[config.mk]
export PLATFORM = sky130hd
export DESIGN_NAME = mem_arbiter
export DESIGN_NICKNAME = d
export VERILOG_FILES = /design/src/rtl/mem_arbiter.sv
export SDC_FILE = /design/constraint.sdc
export NUM_CORES = 1
export LEC_CHECK = 0
export CAP_MARGIN = 20
export CORE_AREA = 2 2 106 108
export CTS_CLUSTER_DIAMETER = 80
export DETAILED_ROUTE_END_ITERATION = 12
export DIE_AREA = 0 0 108 110
export PLACE_DENSITY_LB_ADDON = 0.15
export SLEW_MARGIN = 40
export SYNTH_ARGS = -nofsm -noshare
export SYNTH_HDL_FRONTEND = slang
export SYNTH_SLANG_ARGS = --single-unit
[constraint.sdc]
create_clock -name clk -period 2.15 [get_ports clk]
set_clock_uncertainty 0.2 [all_clocks]
set_input_delay 0.3225 -clock clk [delete_from_list [all_inputs] [get_ports clk]]
set_output_delay 0.3225 -clock clk [all_outputs]
set_load 0.01 [all_outputs]
[src/rtl/mem_arbiter.sv]
// mem_arbiter: shares one single-port synchronous RAM between the execute
// stage load/store port (master 0) and the instruction-fetch port (master 1).
// Master 0 has fixed priority; a starvation counter forces a master-1 grant
// after STARVE_MAX consecutive denied cycles. Read data is routed back to
// its owner one cycle after the grant.
module mem_arbiter #(
  parameter int ADDR_W     = 32,
  parameter int DATA_W     = 32,
  parameter int STARVE_MAX = 4
) (
  input  logic                clk,
  input  logic                rst,
  // master 0: execute-stage load/store
  input  logic                m0_req,
  input  logic                m0_we,
  input  logic [ADDR_W-1:0]   m0_addr,
  input  logic [DATA_W-1:0]   m0_wdata,
  input  logic [DATA_W/8-1:0] m0_wen,
  output logic                m0_gnt,
  output logic                m0_rvalid,
  output logic [DATA_W-1:0]   m0_rdata,
  // master 1: instruction fetch (read only)
  input  logic                m1_req,
  input  logic [ADDR_W-1:0]   m1_addr,
  output logic                m1_gnt,
  output logic                m1_rvalid,
  output logic [DATA_W-1:0]   m1_rdata,
  // RAM port
  output logic                ram_en,
  output logic [DATA_W/8-1:0] ram_we,
  output logic [ADDR_W-1:0]   ram_addr,
  output logic [DATA_W-1:0]   ram_wdata,
  input  logic [DATA_W-1:0]   ram_rdata,
  // pipeline control
  output logic                hold_flag_o
);

  localparam int          BE_W       = DATA_W / 8;
  localparam logic [2:0]  STARVE_LIM = 3'(STARVE_MAX);

  // read tracking and starvation state
  logic       rd_pend_q, rd_pend_d;
  logic       rd_owner_q, rd_owner_d;
  logic [2:0] starve_q, starve_d;

  // combinational arbitration intermediates
  logic              m1_force_s;
  logic [ADDR_W-1:0] sel_addr_s;

  // Arbitration, RAM port muxing and next-state computation.
  always_comb begin
    m1_force_s = m1_req & (starve_q == STARVE_LIM);
    m0_gnt     = m0_req & ~m1_force_s;
    m1_gnt     = m1_force_s | (m1_req & ~m0_req);

    ram_en     = 1'b0;
    ram_we     = {BE_W{1'b0}};
    sel_addr_s = {ADDR_W{1'b0}};
    ram_wdata  = {DATA_W{1'b0}};
    if (m0_gnt) begin
      ram_en     = 1'b1;
      ram_we     = m0_we ? m0_wen : {BE_W{1'b0}};
      sel_addr_s = m0_addr;
      ram_wdata  = m0_we ? m0_wdata : {DATA_W{1'b0}};
    end else if (m1_gnt) begin
      ram_en     = 1'b1;
      sel_addr_s = m1_addr;
    end else begin
      ram_en     = 1'b0;
    end
    // word-align the address presented to the RAM
    ram_addr = sel_addr_s & ~{{(ADDR_W-2){1'b0}}, 2'b11};

    // a read is tracked only for load or fetch grants; stores complete now
    rd_pend_d  = (m0_gnt & ~m0_we) | m1_gnt;
    rd_owner_d = rd_owner_q;
    if (m1_gnt) begin
      rd_owner_d = 1'b1;
    end else if (m0_gnt & ~m0_we) begin
      rd_owner_d = 1'b0;
    end else begin
      rd_owner_d = rd_owner_q;
    end

    // count consecutive denied fetch cycles, saturating at the limit
    starve_d = 3'd0;
    if (m1_req & ~m1_gnt) begin
      starve_d = (starve_q == STARVE_LIM) ? starve_q : starve_q + 3'd1;
    end else begin
      starve_d = 3'd0;
    end

    hold_flag_o = (m0_req & ~m0_gnt) | (m0_req & ~m0_we & m0_gnt);
  end

  // Read data return routing from the tracked owner.
  always_comb begin
    m0_rvalid = rd_pend_q & ~rd_owner_q;
    m1_rvalid = rd_pend_q & rd_owner_q;
    m0_rdata  = m0_rvalid ? ram_rdata : {DATA_W{1'b0}};
    m1_rdata  = m1_rvalid ? ram_rdata : {DATA_W{1'b0}};
  end

  // State registers; reset drops any pending read.
  always_ff @(posedge clk) begin
    if (rst) begin
      rd_pend_q  <= 1'b0;
      rd_owner_q <= 1'b0;
      starve_q   <= 3'd0;
    end else begin
      rd_pend_q  <= rd_pend_d;
      rd_owner_q <= rd_owner_d;
      starve_q   <= starve_d;
    end
  end

endmodule

==> results.yml, run 1 <==
die:
  die_w_um: 108
  die_area_um2: 11880
  die_height_um: 110
  rows: 38
  io_pins: 275
  fp.coreArea_um2: 10700
  initial_utilization: 0.1517
worst_hold_path:
  whs_path_depth: 2
  min_to: "starve_q[0]"
  min_from: "starve_q[0]"
  hold_class: "flop to flop"
worst_setup_path:
  path_delay_family: "buffers and inverters"
  r2r-start: "starve_q[1]"
  cpPeakStageDelay_ns: 0.55
  worst-r2r-setup-slack_ns: 0.47
  cp.required_ns: 1.63
  crit_type: "flop to output pin"
  reg2reg_depth: 9
  path_cells: "buf_12 > and3_1 > clkdlybuf4s50_1"
  slowest_stage: "clkdlybuf4s50_1"
  crit_fanout: 34
  end_kind: "output pin"
  crit_buf_inv: 2
  critPathArrivalTime_ns: 1.58
  worstReg2RegEnd: "rd_owner_q"
  start_kind: "flop"
placed_design:
  finalWeightedCongestion: 0.7352
  dp_cells: 650
  port_buffers: 268
  pre_cts_slack_ns: -0.3808
  hpwl_um: 7572
clocking:
  cts_buffer_depth: 2
  cts_made_buffers: 3
  htree_levels: 1
  worst_skew_pair.late_latency_ns: 0.22
  root_buffer: "clkbuf_8"
  cts_tree: "built"
  clkSinkCount: 5
  hold_buffers: 0
  clkTransAtPathRegs_ns: 0.04
sta:
  tns_ns: 0
  fmax_mhz: 476.5
  period_needed_ns: 2.099
  rsz0062_at_grt: "true"
  fin_ws_ns: 0.05133
  final_hold_viol_count: 0
  finalCritPeriodShare: 0.9761
  setup_viol: 0
  drv_slew: 0
synthesis:
  synth.largest_area_cell: "and4_1"
  syn_avg_cell_area_um2: 6.290
  synth-seq-area-share: 0.06168
  synthCells: 258
  synth_cell_types: 25
  netlist_area_um2: 1623
  ys_ff_latch: 5
  synth_area_leaders: "and4_1, nand2_1, and2_1, and3_1, o22ai_1"
  synth_warnings: 0
  synth_top_area_frac: 0.1943
global_routing:
  grt_max_degree: 35
  track_usage: 0.1478
  grt_pass1_wl_um: 13980
  grt_pass1_vias: 2646
  antenna_found_initial: 0
  overflow: 0
cells_and_area:
  nets: 667
  diodes: 0
  fin_cells: 667
  final_layout_size_suffix_gt1_frac: 0.1499
  syn_to_final_growth_pct: 187.1
drt:
  vias: 2918
  avgViaCountPerCell: 4.375
  drc: 0
  drt-initial-drc-count: 147
  dr.pass1.iters: 4
  wl_per_cell_um: 15.33
  drt_wl_total_um: 10230
  ant_nets: 0
power:
  p_total_w: 0.001021
  power_leakage_nw: 2.412
  powerDensity_nw_per_um2: 219.0
  ir_drop_mv: 0.1128
run:
  drv_cap: 0
outcome:
  status: "completed"
area by class of cell:
class	instances	area, um^2
fill	1110	6038
timing repair buffer	301	2984
multi-input combinational	214	1339
tap	140	175.2
sequential	5	105.1
clock buffer	4	45.04
inverter	3	11.26
placed cells by master, fill, tap and decap left out, drive strengths merged:
cell type | netlist | layout
nand3 | 1 | 1
dlymetal6s2s | 0 | 21
nand2 | 60 | 60
and4 | 36 | 36
or2 | 1 | 1
clkdlybuf4s15 | 0 | 33
clkdlybuf4s50 | 0 | 164
a21oi | 1 | 1
or3b | 1 | 1
dfxtp | 5 | 5
conb | 1 | 2
nand2b | 3 | 3
buf | 16 | 56
nand3b | 1 | 1
nor2b | 3 | 3
and2 | 34 | 34
o22ai | 31 | 31
a21boi | 2 | 2
o2bb2ai | 1 | 1
a211oi | 2 | 2
ha | 2 | 2
dlygate4sd2 | 0 | 18
inv | 3 | 3
clkbuf | 21 | 13
and3 | 33 | 33
Yosys cell counts:
cell	number
nor2b_1	2
buf_4	3
o2bb2ai_1	1
a21oi_1	1
a21boi_0	1
o22ai_1	31
buf_2	7
nand2b_1	3
a21boi_2	1
clkbuf_1	21
inv_1	3
buf_6	6
and3_1	33
ha_1	2
dfxtp_1	5
nand3_2	1
or3b_1	1
a211oi_1	2
nand3b_1	1
nand2_1	60
and2_1	34
conb_1	1
or2_2	1
and4_1	36
nor2b_4	1
worst register-to-register path: cells and delay by family, from the launching register on:
family | cells | cell delay (ns)
adders and majority gates | 1 | 0.17
buffers and inverters | 6 | 0.66
AOI/OAI and AO/OA | 2 | 0.22
DFF | 1 | 0.32
kinds of logic (layout without fill, tap and decap cells):
logic type      after synthesis  count (layout)  synth area share
flops                         5               5           0.06168
compound gates               37              37            0.1488
simple gates                173             173            0.6392
buf+inv                      40             308            0.1326
fa+ha+maj                     2               2           0.01542
other cells                   1               2          0.002311
state kept, by name (all words and copies together) (netlist names):
| signal | count |
|---|---|
| starve_q | 3 |
| rd_owner_q | 1 |
| rd_pend_q | 1 |
worst max path at each step:
stage                      startpoint           end  slack [ns]  cells after the start
after floorplan           starve_q[0]  ram_addr[10]        0.38                      5
after global placement         m1_req  ram_addr[26]       -0.32                      5
after detailed placement       m1_req  ram_addr[26]       -0.38                      5
after CTS                   rd_pend_q  m1_rdata[31]      0.0002                      3
after global routing        rd_pend_q  m1_rdata[22]       -0.02                      3
final                      rd_owner_q  m1_rdata[31]        0.05                      3
metal layers:
layer  GRT usage  vias to the layer above  wire length (um)
li1            -                     1463                 -
met1      0.1597                     1301              3802
met2      0.2875                      146              5324
met3     0.04527                        8              1007
met4     0.02198                        0                95
met5           0                        -                 0
per-stage QoR:
step	cell area (um^2)	utilization	hold slack (ns)
6_report	4659	0.4356	0.3068
5_1_grt	4659	0.4356	0.3327
4_1_cts	4572	0.4274	0.3111
3_5_place_dp	4501	0.4207	0.3143
3_3_place_gp	4501	0.4207	0.3023
2_1_floorplan	1627	-	0.2222
timing repair:
action                     4_1_cts  5_1_grt
setup endpoints to repair       82       93
setup buffers                    7        5
pin swaps                        2        0
hold endpoints to repair         0        0
gates resized for setup        178       63
gates cloned                     4        1
where the power goes:
part	switching (W)	internal [W]	total (W)
Sequential	0.00000376	0.0000975	0.000101
Combinational	0.000282	0.000461	0.000742
Clock	0.0000495	0.000128	0.000177
(Power assumes the default switching activity.)
==> inputs of run 2 (changes only) <==
CTS_CLUSTER_DIAMETER = 200   (was 80)
SLEW_MARGIN = 20   (was 40)
==> results of run 2 <==
No change in the layout: final DEF, timing and power equal those of run 1.
==> inputs of run 3 (changes only) <==
CTS_CLUSTER_DIAMETER = not set   (was 200)
GPL_ROUTABILITY_DRIVEN = 0   (was not set)
==> results of run 3 <==
No change in the layout: final DEF, timing and power equal those of run 1.
